**src/rtl/buzzer_sequencer.sv**
```systemverilog
// Shares one alarm buzzer between keypad beep, door chime and intrusion alarm.
// Fixed-priority arbitration, tick-timed patterns and a silent gap after every sound.
module buzzer_sequencer #(
  parameter int TICK_DIV     = 50000,
  parameter int BEEP_MS      = 50,
  parameter int CHIME_ON_MS  = 200,
  parameter int CHIME_OFF_MS = 100,
  parameter int CHIME_REPS   = 2,
  parameter int ALARM_MS     = 30000,
  parameter int GAP_MS       = 20
) (
  input  logic       clk,
  input  logic       rst,
  input  logic       key_beep,
  input  logic       door_chime,
  input  logic       alarm_trig,
  input  logic       silence,
  output logic       buzz_on,
  output logic [1:0] pattern,
  output logic       busy,
  output logic       alarm_active,
  output logic [7:0] drop_cnt
);

  localparam int M0 = (BEEP_MS > CHIME_ON_MS) ? BEEP_MS : CHIME_ON_MS;
  localparam int M1 = (M0 > CHIME_OFF_MS) ? M0 : CHIME_OFF_MS;
  localparam int M2 = (M1 > ALARM_MS) ? M1 : ALARM_MS;
  localparam int MAX_MS = (M2 > GAP_MS) ? M2 : GAP_MS;
  localparam int TW = $clog2(MAX_MS + 1);
  localparam int PW = (TICK_DIV > 1) ? $clog2(TICK_DIV) : 1;
  localparam int RW = $clog2(CHIME_REPS + 1);

  typedef enum logic [2:0] {
    S_IDLE, S_BEEP, S_CHIME_ON, S_CHIME_OFF, S_ALARM, S_HOLDOFF
  } state_t;

  state_t          state, state_nx;
  logic [PW-1:0]   presc;
  logic [TW-1:0]   timer, load_val;
  logic [RW-1:0]   rep, rep_nx;
  logic            pending, pend_nx;
  logic            load, tick, expire;
  logic [1:0]      drops;
  logic [8:0]      drop_sum;
  logic            buzz_nx;
  logic [1:0]      pat_nx;

  assign tick   = (presc == PW'(TICK_DIV - 1));
  assign expire = tick && (timer == TW'(1)) && (state != S_IDLE);

  // Requests are single-cycle pulses with no back-pressure: each one is
  // accepted, folded into pending_chime, or counted in drop_cnt that cycle.
  always_comb begin
    state_nx = state;
    load     = 1'b0;
    load_val = '0;
    rep_nx   = rep;
    pend_nx  = pending;
    drops    = 2'd0;

    if (expire) begin
      case (state)
        S_BEEP, S_ALARM: begin
          state_nx = S_HOLDOFF; load = 1'b1; load_val = TW'(GAP_MS);
        end
        S_CHIME_ON: begin
          load = 1'b1;
          if (rep < RW'(CHIME_REPS)) begin
            state_nx = S_CHIME_OFF; load_val = TW'(CHIME_OFF_MS);
          end else begin
            state_nx = S_HOLDOFF; load_val = TW'(GAP_MS);
          end
        end
        S_CHIME_OFF: begin
          state_nx = S_CHIME_ON; load = 1'b1; load_val = TW'(CHIME_ON_MS);
          rep_nx   = rep + RW'(1);
        end
        default: ;
      endcase
    end

    if (silence && state != S_IDLE) begin
      // Abort discards the old pending chime; a chime in the same cycle
      // lands in HOLDOFF as a fresh pending request.
      state_nx = S_HOLDOFF; load = 1'b1; load_val = TW'(GAP_MS);
      pend_nx  = door_chime;
      if (key_beep) drops = drops + 2'd1;
    end else if (alarm_trig) begin
      state_nx = S_ALARM; load = 1'b1; load_val = TW'(ALARM_MS);
      pend_nx  = 1'b0;
      if (door_chime) drops = drops + 2'd1;
      if (key_beep)   drops = drops + 2'd1;
    end else begin
      if (door_chime) begin
        if (state == S_IDLE || state == S_BEEP) begin
          state_nx = S_CHIME_ON; load = 1'b1; load_val = TW'(CHIME_ON_MS);
          rep_nx   = RW'(1);
        end else if (state == S_ALARM || pending) begin
          drops = drops + 2'd1;
        end else begin
          pend_nx = 1'b1;
        end
      end
      if (key_beep) begin
        if (state == S_IDLE && !door_chime) begin
          state_nx = S_BEEP; load = 1'b1; load_val = TW'(BEEP_MS);
        end else begin
          drops = drops + 2'd1;
        end
      end
      if (state == S_HOLDOFF && expire) begin
        if (pend_nx) begin
          state_nx = S_CHIME_ON; load = 1'b1; load_val = TW'(CHIME_ON_MS);
          rep_nx   = RW'(1);
          pend_nx  = 1'b0;
        end else begin
          state_nx = S_IDLE;
        end
      end
    end
  end

  always_comb begin
    buzz_nx = 1'b0;
    pat_nx  = 2'b00;
    case (state_nx)
      S_BEEP:      begin buzz_nx = 1'b1; pat_nx = 2'b01; end
      S_CHIME_ON:  begin buzz_nx = 1'b1; pat_nx = 2'b10; end
      S_CHIME_OFF: begin buzz_nx = 1'b0; pat_nx = 2'b10; end
      S_ALARM:     begin buzz_nx = 1'b1; pat_nx = 2'b11; end
      default: ;
    endcase
  end

  assign drop_sum = {1'b0, drop_cnt} + {7'd0, drops};

  always_ff @(posedge clk) begin
    if (rst) begin
      state        <= S_IDLE;
      presc        <= '0;
      timer        <= '0;
      rep          <= '0;
      pending      <= 1'b0;
      buzz_on      <= 1'b0;
      pattern      <= 2'b00;
      busy         <= 1'b0;
      alarm_active <= 1'b0;
      drop_cnt     <= 8'd0;
    end else begin
      state   <= state_nx;
      rep     <= rep_nx;
      pending <= pend_nx;
      if (load) begin
        presc <= '0;
        timer <= load_val;
      end else if (state_nx == S_IDLE) begin
        presc <= '0;
        timer <= '0;
      end else if (tick) begin
        presc <= '0;
        timer <= timer - TW'(1);
      end else begin
        presc <= presc + PW'(1);
      end
      buzz_on      <= buzz_nx;
      pattern      <= pat_nx;
      busy         <= (state_nx != S_IDLE);
      alarm_active <= (state_nx == S_ALARM);
      drop_cnt     <= drop_sum[8] ? 8'hFF : drop_sum[7:0];
    end
  end

endmodule

```
**config.mk**
```make
export PLATFORM = sky130hd
export DESIGN_NAME = buzzer_sequencer
export DESIGN_NICKNAME = d
export VERILOG_FILES = /design/src/rtl/buzzer_sequencer.sv
export SDC_FILE = /design/constraint.sdc
export NUM_CORES = 1
export LEC_CHECK = 0
export CAP_MARGIN = 20
export CELL_PAD_IN_SITES_DETAIL_PLACEMENT = 0
export CELL_PAD_IN_SITES_GLOBAL_PLACEMENT = 1
export CORE_MARGIN = 1.5
export CORE_UTILIZATION = 40
export CTS_BUF_LIST = sky130_fd_sc_hd__clkbuf_8 sky130_fd_sc_hd__clkbuf_16
export CTS_CLUSTER_DIAMETER = 200
export DETAILED_ROUTE_END_ITERATION = 10
export PLACE_DENSITY = 0.76
export REMOVE_ABC_BUFFERS = 1
export SLEW_MARGIN = 20
export SYNTH_ARGS = -nofsm -noshare
export SYNTH_HDL_FRONTEND = slang
export SYNTH_SLANG_ARGS = --single-unit
```
**constraint.sdc**
```tcl
create_clock -name clk -period 3 [get_ports clk]
set_input_delay 0.6 -clock clk [delete_from_list [all_inputs] [get_ports clk]]
set_output_delay 0.6 -clock clk [all_outputs]
set_load 0.03 [all_outputs]
```
==> flow_summary.toml <==
[outcome]
status = "finished, final reports clean"

[synth]
yosys_most_used_dff = "dfxtp_1"
synth_top_cell_area_share_pct = 34.5
synth_mux_area_share_pct = 0.864
synthDistinctLibCells = 60
yosys-top-cells-area = "dfxtp_1, nor2_1, a21oi_1, xnor2_1, ha_1"
synth-seq-cells = 50
yosys.area_share.xor_xnor_pct = 7.25
synth-seq-area-share_pct = 34.5
synthSimpleGateAreaFrac_pct = 26.0
yosys_warnings = 0
synth.avg_cell_area_um2 = 8.19
synth_top_cell_by_area = "dfxtp_1"
synthCells = 354
synth_top_family_by_area = "simple AND/OR/NAND/NOR gates"
synth_area_um2 = 2900
synth-compound-area-share_pct = 23.4
synth_fa_ha_area_share_pct = 3.71
async_reset_ff_share_pct = 0
synth-edff-count = 0

[placed_design]
placement.io_buffers = 18
place_area_um2 = 3440
hpwl_um = 5530
place_congestion = 0.876
place_ws_ns = -0.516
dp_cells = 493

[layout]
fillers = 706
postLayoutCellArea_um2 = 3620
syn_to_final_growth_pct = 24.8
finalCoreUtilization_pct = 52.4
layout.cells.non_filler = 501
fin_nets = 418
drive_above_1_share_pct = 18.0
diodes = 0

[routing]
viasPerCell = 5.62
totalWireLength_um = 7400
wl_per_cell_um = 14.8
dr.pass1.iters = 4
drtAntennaViolNets = 0
vias = 2815
drt_iter0_markers = 122
drc = 0

[pwr]
power_density_nw_per_um2 = 465
power.leakage_uw = 0.00135
peakVddDrop_v = 0.000219
total_power_uw = 1680

[worst_setup_path]
worstSetupPathType = "register to register"
crit_fanout = 11
reg2reg_slack_ns = 0.21
cp_data_required_time_ns = 3.20
crit_arrival_ns = 2.99
start_kind = "register"
end_kind = "register"

[grt]
grtUsageTotal_pct = 20.5
grt_max_degree = 24
grt_pass1_wl_um = 12700
grt_pass1_vias = 2653
gr-total-overflow = 0
antenna_found_initial = 0

[timing]
min_period_over_period_pct = 93.0
hold_violations = 0
setup_slack_ns = 0.209
fin_worst_skew_ns = 0.00644
tightest_slew_ns = 0.661
fmax_mhz = 358
rsz0062_at_grt = "no"
fin_crit_ns = 2.79
setup_viol = 0
slew_viol_final = 0
slew_headroom_pct = 54.7

[floorplanning]
core_um2 = 6910
ios = 19
fp.dieH_um = 88.1
die_width_um = 88.1
fp-row-count = 30
start_util_pct = 42.0
die-area_um2 = 7760

[clocking]
cts_inserted_buffers = 5
root_buffer = "clkbuf_8"
postCtsSetupRepairBufs = 0
cts_hold_buf = 0
cts.sinks = 50
clock_latency_ns = 0.31
cts_tree = "yes"
cts.reportedPaths.clkPinSlew_ns = 0.10
clockBufferDepth = 2
h-tree-depth = 2

[flow_run]
cap_violations = 0

[hold_path]
hold_class = "register to register"
==> cells in the mapped netlist, types with 2 or more instances <==
library cell	count
a211oi_1	4
a21oi_1	29
a22oi_1	2
a31oi_1	6
a41oi_1	2
and2_1	2
and3_1	7
and4_1	4
clkbuf_1	12
dfxtp_1	50
ha_1	7
inv_1	16
nand2_1	23
nand2b_1	2
nand3_1	14
nand4_1	9
nor2_1	44
nor2b_1	4
nor3_1	12
nor3b_1	3
nor4_1	5
nor4b_1	2
nor4bb_1	2
o211a_1	2
o21a_1	2
o21ai_0	13
o21ai_1	2
o22a_1	5
o22ai_1	2
o31a_1	3
o31ai_1	4
o31ai_4	2
o41ai_1	4
or2_2	2
or3_1	5
xnor2_1	16
xor2_1	8
==> critical path: stages, from the launching register on <==
cell and delay [ns]:
dfxtp_1 0.42, nor4bb_1 0.47, nand4_1 0.25, buf_4 0.26, o41ai_4 0.41, o211ai_4 0.18
o31ai_4 0.26, buf_4 0.18, a41oi_1 0.04, o22a_1 0.21
==> registers in the layout, summed over array words and instances, names as in the netlist <==
name and cells:
alarm_active 1, busy 1, buzz_on 1, drop_cnt 8, pattern 2, pending 1
presc 16, rep 2, state 3, timer 15
==> per-stage QoR <==
step	setup TNS [ns]	hold WS (ns)
2_1_floorplan	0	0.413
3_3_place_gp	-3.48	0.427
3_5_place_dp	-3.96	0.438
4_1_cts	-0.00228	0.456
5_1_grt	0	0.482
6_report	0	0.449
==> power breakdown <==
part	internal (uW)	switching, uW	leakage (uW)	total, uW
combinational	197	249	0.000889	446
clock	254	247	0.0000563	501
sequential	702	33.9	0.000408	736
total	1150	530	0.00135	1680
==> path summary, 6_finish.rpt <==
check,endpoint,startpoint,cells past startpoint
setup reg to reg,timer[4]$_SDFFE_PP0P_,presc[9]$_SDFF_PP0_,9
setup / recovery,timer[4]$_SDFFE_PP0P_,presc[9]$_SDFF_PP0_,9
hold / removal,presc[0]$_SDFF_PP0_,presc[0]$_SDFF_PP0_,1
hold reg to reg,presc[0]$_SDFF_PP0_,presc[0]$_SDFF_PP0_,1
==> routing by layer <==
metal	GRT usage [%]	routed length (um)
met1	29.2	3660
met2	32.8	3400
met3	3.02	270
met4	4.83	70
met5	0	0
==> area by class of cell <==
| type | instances | area (um^2) | area share [%] |
|---|---|---|---|
| Inverter | 16 | 60.1 | 1.66 |
| Sequential cell | 50 | 1000 | 27.7 |
| Clock inverter | 3 | 48.8 | 1.35 |
| Timing Repair Buffer | 58 | 483 | 13.4 |
| Multi-Input combinational cell | 273 | 1840 | 50.7 |
| Tap cell | 96 | 120 | 3.32 |
| Clock buffer | 5 | 68.8 | 1.90 |
==> kinds of logic after synthesis <==
logic type               Yosys count
AND/OR/NAND/NOR                  146
multiplexers                       2
XOR/XNOR                          24
AO/OA/AOI/OAI                     93
adder cells (fa/ha/maj)            8
flip-flops                        50
buffers and inverters             31
==> layout by cell type, fill, tap and decap left out, types with 2 or more instances in the layout <==
master           instances
o22a_1                   5
ha_1                     5
o21a_1                   2
clkbuf_8                 5
nor4bb_1                 2
o21ai_1                  3
o21ai_0                 12
a41oi_1                  2
buf_4                   40
dfxtp_1                 50
a22oi_1                  2
xnor2_1                 16
o31ai_1                  4
nor2b_1                  4
o211a_1                  2
o31ai_4                  2
and4_1                   4
nand4_1                  9
a211oi_1                 4
o31a_1                   3
nor3b_1                  2
nor2_1                  43
nand2_1                 23
nor4b_1                  2
and2_1                   2
inv_1                   16
or2_2                    2
nand2b_1                 2
a31oi_1                  6
xor2_1                   8
nand3_1                 14
or3_1                    4
a21oi_2                  4
nor3_1                  12
or4_4                    2
and3_1                   7
o41ai_1                  4
a21oi_1                 25
clkdlybuf4s50_1         17
nor4_1                   5
==> repair_timing <==
item                                    in CTS  in global routing
endpoints found under the hold margin        0                  0
endpoints found under the setup margin       8                  8
resized for setup                            7                  8
pin swaps                                    2                  6
Power figures use the tool's default switching activity.
